`src/rtl/traffic_pkg.sv`:
```
// Shared definitions for the traffic-light front end: light encodings and
// default timing parameters for the sensor conditioner.
package traffic_pkg;

  localparam logic [1:0] LIGHT_OFF   = 2'b00;
  localparam logic [1:0] LIGHT_NORTH = 2'b01;
  localparam logic [1:0] LIGHT_WEST  = 2'b10;

  localparam int LIGHT_WEST_BIT  = 1;
  localparam int LIGHT_NORTH_BIT = 0;

  localparam int DEBOUNCE_CYCLES_DEF = 4;
  localparam int STUCK_CYCLES_DEF    = 1024;

endpackage

```
`src/rtl/sensor_debounce.sv`:
```
// One sensor channel: two-flop synchronizer, debounce counter and debounced level.
// Optional stuck-high detector is enabled by SENSOR_STUCK_DET_EN.
module sensor_debounce
  import traffic_pkg::*;
#(
  parameter int DEBOUNCE_CYCLES = DEBOUNCE_CYCLES_DEF,
  parameter int CNT_W           = $clog2(DEBOUNCE_CYCLES + 1),
  parameter int STUCK_CYCLES    = STUCK_CYCLES_DEF
) (
  input  logic clk,
  input  logic reset,
  input  logic raw,
  output logic deb,
  output logic rise,
  output logic stuck
);

  logic             r_sync1;
  logic             r_sync2;
  logic             r_deb;
  logic [CNT_W-1:0] r_cnt;
  logic             w_cnt_done;

  assign w_cnt_done = (r_cnt == CNT_W'(DEBOUNCE_CYCLES - 1));

  always_ff @(posedge clk) begin
    if (reset) begin
      r_sync1 <= 1'b0;
      r_sync2 <= 1'b0;
      r_deb   <= 1'b0;
      r_cnt   <= '0;
    end else begin
      r_sync1 <= raw;
      r_sync2 <= r_sync1;
      // any sample agreeing with the current level restarts the count
      if (r_sync2 == r_deb) begin
        r_cnt <= '0;
      end else if (w_cnt_done) begin
        r_deb <= r_sync2;
        r_cnt <= '0;
      end else begin
        r_cnt <= r_cnt + CNT_W'(1);
      end
    end
  end

  assign deb  = r_deb;
  // high in the cycle whose closing edge raises deb, so the request sets on that same edge
  assign rise = r_sync2 & ~r_deb & w_cnt_done;

`ifdef SENSOR_STUCK_DET_EN
  localparam int STK_W = $clog2(STUCK_CYCLES + 1);

  logic [STK_W-1:0] r_stk_cnt;
  logic [STK_W-1:0] w_stk_next;
  logic             r_stuck;

  always_comb begin
    w_stk_next = r_stk_cnt;
    if (!r_deb) begin
      w_stk_next = '0;
    end else if (r_stk_cnt != STK_W'(STUCK_CYCLES)) begin
      w_stk_next = r_stk_cnt + STK_W'(1);
    end else begin
      w_stk_next = r_stk_cnt;
    end
  end

  always_ff @(posedge clk) begin
    if (reset) begin
      r_stk_cnt <= '0;
      r_stuck   <= 1'b0;
    end else begin
      r_stk_cnt <= w_stk_next;
      r_stuck   <= (w_stk_next == STK_W'(STUCK_CYCLES));
    end
  end

  assign stuck = r_stuck;
`else
  assign stuck = 1'b0;
`endif

endmodule

```
`src/rtl/sensor_conditioner.sv`:
```
// Synchronizes/debounces the west and north vehicle sensors and holds sticky
// requests until the controller serves them. Stuck detection: SENSOR_STUCK_DET_EN.
module sensor_conditioner
  import traffic_pkg::*;
#(
  parameter int DEBOUNCE_CYCLES = DEBOUNCE_CYCLES_DEF,
  parameter int CNT_W           = $clog2(DEBOUNCE_CYCLES + 1),
  parameter int STUCK_CYCLES    = STUCK_CYCLES_DEF
) (
  input  logic       clk,
  input  logic       reset,
  input  logic       raw_w,
  input  logic       raw_n,
  input  logic [1:0] light,
  output logic       w,
  output logic       n,
  output logic       deb_w,
  output logic       deb_n,
  output logic [1:0] stuck
);

  logic w_rise_w;
  logic w_rise_n;
  logic w_stuck_w;
  logic w_stuck_n;
  logic w_next_w;
  logic w_next_n;
  logic r_w;
  logic r_n;

  sensor_debounce #(
    .DEBOUNCE_CYCLES (DEBOUNCE_CYCLES),
    .CNT_W           (CNT_W),
    .STUCK_CYCLES    (STUCK_CYCLES)
  ) u_deb_w (
    .clk   (clk),
    .reset (reset),
    .raw   (raw_w),
    .deb   (deb_w),
    .rise  (w_rise_w),
    .stuck (w_stuck_w)
  );

  sensor_debounce #(
    .DEBOUNCE_CYCLES (DEBOUNCE_CYCLES),
    .CNT_W           (CNT_W),
    .STUCK_CYCLES    (STUCK_CYCLES)
  ) u_deb_n (
    .clk   (clk),
    .reset (reset),
    .raw   (raw_n),
    .deb   (deb_n),
    .rise  (w_rise_n),
    .stuck (w_stuck_n)
  );

  // priority: stuck suppression, then serve-clear, then new arrival
  always_comb begin
    w_next_w = r_w;
    w_next_n = r_n;
    if (w_stuck_w || light[LIGHT_WEST_BIT]) begin
      w_next_w = 1'b0;
    end else if (w_rise_w) begin
      w_next_w = 1'b1;
    end else begin
      w_next_w = r_w;
    end
    if (w_stuck_n || light[LIGHT_NORTH_BIT]) begin
      w_next_n = 1'b0;
    end else if (w_rise_n) begin
      w_next_n = 1'b1;
    end else begin
      w_next_n = r_n;
    end
  end

  always_ff @(posedge clk) begin
    if (reset) begin
      r_w <= 1'b0;
      r_n <= 1'b0;
    end else begin
      r_w <= w_next_w;
      r_n <= w_next_n;
    end
  end

  assign w     = r_w;
  assign n     = r_n;
  assign stuck = {w_stuck_w, w_stuck_n};

endmodule

```
`config.mk`:
```
export PLATFORM = sky130hd
export DESIGN_NAME = sensor_conditioner
export DESIGN_NICKNAME = d
export VERILOG_FILES = /design/src/rtl/traffic_pkg.sv /design/src/rtl/sensor_debounce.sv /design/src/rtl/sensor_conditioner.sv
export SDC_FILE = /design/constraint.sdc
export NUM_CORES = 1
export LEC_CHECK = 0
export CORE_AREA = 2 2 39 41
export DETAILED_ROUTE_END_ITERATION = 6
export DIE_AREA = 0 0 41 43
export GPL_TIMING_DRIVEN = 0
export HOLD_SLACK_MARGIN = 0.02
export MAX_ROUTING_LAYER = met4
export PLACE_DENSITY = 0.81
export SLEW_MARGIN = 20
export SYNTH_ARGS = -nofsm -noshare
export SYNTH_HDL_FRONTEND = slang
export SYNTH_HIERARCHICAL = 1
export SYNTH_SLANG_ARGS = --single-unit
```
`constraint.sdc`:
```
create_clock -name clk -period 3.6 [get_ports clk]
set_clock_uncertainty 0.05 [all_clocks]
set_input_delay 0.36 -clock clk [delete_from_list [all_inputs] [get_ports clk]]
set_output_delay 0.36 -clock clk [all_outputs]
set_load 0.05 [all_outputs]
```
---- Yosys cells after proc, flatten, opt, wreduce, memory -nomap -nowiden ----
Index checks and enable logic that the tools add are counted.
storage, ports and cells
  bits in registers ....................... 14
  logic and storage cells ................. 30
operators by class
  $add $sub $neg .......................... 2
  eq/ne operators ......................... 4
  bitwise gates (word level) .............. 8
  reductions and logical operators ........ 6
operators by type and width
  cell                                                                   number
  3-bit by 1-bit adder with 3-bit output, second input constant          2
  3-bit by 2-bit equality test with 1-bit output, second input constant  2
  3-bit OR reduction                                                     2
  1-bit AND                                                              4
  1-bit NOT                                                              4
  2-bit AND reduction                                                    2
  2-bit OR reduction                                                     2
  1-bit equality test                                                    2

---- Logic depth before layout (Yosys ltp) ----
  depth in word-level cells ............... 3
  gate-level depth with buffers ........... 5
  depth with buffers taken out ............ 5

---- By module ----
The synthesis kept the hierarchy.
modules (own cells, without submodules)
  module                      instances  cells an instance  area an instance (sq um)
  sensor_debounce at u_deb_n  1          22                 259.0
  sensor_debounce at u_deb_w  1          22                 256.5
  sensor_conditioner          1          8                  75.1

---- Worst setup path after synthesis ----
Ideal clock, no wire load.
  path type ............................... reg-to-reg
  from .................................... register u_deb_w.r_deb (netlist: u_deb_w/deb)
  to ...................................... register u_deb_w.r_deb (netlist: u_deb_w/deb)
  library setup time ...................... 0.084 ns
  arrival ................................. 1.366 ns
  slack ................................... 2.100 ns
  cell stages (with the launch flop) ...... 5
  clock period less this slack ............ 1.500 ns
  cell sequence ........................... dfxtp_1 > inv_1 > ha_1 > nand4bb_1 > o31ai_2
on the way
  word-level cells in the longest chain between the ends .. 3
RTL lines
  element                               RTL line               RTL
  start: declaration                    sensor_debounce.sv:20  logic r_deb;
  start signal: assignment              sensor_debounce.sv:39  r_deb <= r_sync2;
  1-bit equality test                   sensor_debounce.sv:36  if (r_sync2 == r_deb) begin
  1-bit NOT (no source line)            -
  2-bit AND reduction (no source line)  -
Every way passes these cells.
A chain may end at the register's enable or synchronous reset.

---- Final worst setup path ----
  from .................................... register r_n (netlist: n)
  to ...................................... output n
RTL lines
  element                   RTL line                  RTL
  start: declaration        sensor_conditioner.sv:29  logic r_n;
  start signal: assignment  sensor_conditioner.sv:83  r_n <= w_next_n;
  end: declaration          sensor_conditioner.sv:16  output logic n,
No word-level cell between the ends.

==> reports/metrics.yaml <==
crit_type: "reg2out"
clockRootBuffer: "clkbuf_4"
diodes: 0
synth_area_um2: 591
dieWidth_um: 41
worst_slew_pin_slew_ps: 581
grt.total_usage_pct: 12.5
avgSynthCellArea_um2: 11.4
first_pass_iters: 2
antenna_left: 0
cts_buffers: 3
totalWireLength_um: 858
critPathTopFamily: "buffers and inverters"
synth_nets: 64
hold_viol: 0
dp_hpwl_um: 665
yosys.cell_count.top_type: "dfxtp_1"
port_buffers: 9
cts.path.max_buffers: 2
syn_to_final_growth_pct: 24.8
clock-sinks: 14
finalCritPeriodShare_pct: 51.1
setup_viol: 0
slowest_delay_ps: 810
fmax_ghz: 0.544
grt_pass1_wl_um: 1410
fin_nets: 78
synth_cell_type_count: 14
min_path_type: "reg2reg"
dieArea_um2: 1760
antenna_found_initial: 0
yosysWarnings: 6
largest_registers: "u_deb_n/r_cnt x3, u_deb_w/r_cnt x3"
cts_tree: "yes"
rsz0062_at_grt: "false"
chipHeight_um: 43
vias: 382
start_kind: "flip-flop"
synth_seq_cells: 14
yosysTopAreaCell: "dfxtp_1"
cts_hold_buf: 0
run_status: "complete, no violations"
grt_overflow_total: 0
drv_cap: 0
crit_buf_inv: 1
period_minus_slack_ps: 1840
slew_headroom_pct: 61.2
grt_max_degree: 17
cts-resized-gates: 0
fp-row-count: 14
worstPathMaxFanout: 2
dr.first_iter.drc_count: 6
ir_drop_uv: 182
first_global_vias: 358
yosysSeqAreaShare_pct: 47.5
avgRoutedWirePerCell_um: 10.6
start_util_pct: 42.7
drt-vias-per-instance: 4.72
synth_ff_type: "dfxtp_1"
drcViolationCount: 0
yosys-top-cells-count: "dfxtp_1 (14), ha_1 (6), nor4_1 (6)"
synth_edf_count: 0
ios: 12
p_leak_nw: 0.295
powerDensity_nw_per_um2: 394
drive_gt1_share_pct: 24.6
drv_slew: 0
arrival_ps: 1430
synth_cells: 52
path_cells: "clkdlybuf4s50_1"
cts_max_level: 1
yosysTopAreaCellShare_pct: 47.5
hold_slack_ps: 384
synthArstFlopShare_pct: 0
synth.area.top_cells: "dfxtp_1 (47%), ha_1 (13%), nor4_1 (6.4%)"
gp_congestion: 0.638
clk_latency_ps: 280
end_kind: "output port"
required_ps: 3190
setup_tns_ps: 0
clk_pin_slew_ps: 80
cp_slowest_cell: "clkdlybuf4s50_1"
postCtsSetupBuffers: 0
coreArea_um2: 1380
-- through the flow --
step | total power, mW | setup WS [ps] | cell area, µm² | utilization, % | instances
finish | 0.291 | 1760 | 737 | 53.3 | 81
global route | 0.302 | 1710 | 737 | 53.3 | 81
CTS | 0.292 | 1750 | 737 | 53.3 | 81
detailed placement | 0.184 | 1900 | 701 | 50.6 | 77
global placement | 0.183 | 1910 | 701 | 50.6 | 77
floorplan | 0.175 | 2100 | 591 | - | 52
-- cells by family (layout without fill, tap and decap cells) --
logic type,after synthesis,after routing,share of synthesized area [%]
buf+inv,8,21,7.63
other cells,2,2,1.27
flops,14,14,47.5
fa+ha+maj,6,6,12.7
simple gates,20,20,26.7
compound gates,2,2,4.24
-- power breakdown --
part / total, mW / switching [mW] / leakage (nW) / internal [mW]
Clock: 0.110 / 0.0485 / 0.0210 / 0.0615
Combinational: 0.0220 / 0.0107 / 0.160 / 0.0113
Sequential: 0.159 / 0.00108 / 0.114 / 0.157
-- worst paths after layout --
kind	slack, ps	cells after the start	to	start
hold / removal	380	1	u_deb_w/r_sync2	u_deb_w/r_sync1
hold reg to reg	380	1	u_deb_w/r_sync2	u_deb_w/r_sync1
setup reg to reg	2300	5	w	u_deb_w/r_cnt[0]
setup / recovery	1760	1	n	n
-- cell type report --
| type | count | area [µm²] |
|---|---|---|
| Multi-Input combinational cell | 30 | 265 |
| Fill cell | 121 | 647 |
| Timing Repair Buffer | 9 | 90.1 |
| Inverter | 4 | 15.0 |
| Clock buffer | 4 | 36.3 |
| Sequential cell | 14 | 280 |
| Buffer | 4 | 30.0 |
| Tap cell | 16 | 20.0 |
-- cell usage in the layout, fill, tap and decap left out, drive strengths merged, types with 4 or more instances in the layout --
cell           netlist  layout
and2b                4       4
ha                   6       6
inv                  4       4
clkdlybuf4s50        0       9
dfxtp               14      14
clkbuf               0       4
nor4                 6       6
buf                  4       4
-- layer usage --
metal	wire, µm	share of wire [%]	global-route usage (%)	vias up
li1	-	-	-	201
met1	372	43	14.1	168
met2	426	50	18.8	11
met3	43	5.0	3.14	2
met4	16	1.9	8.00	0
met5	0	0	-	-
(Power assumes the default switching activity.)
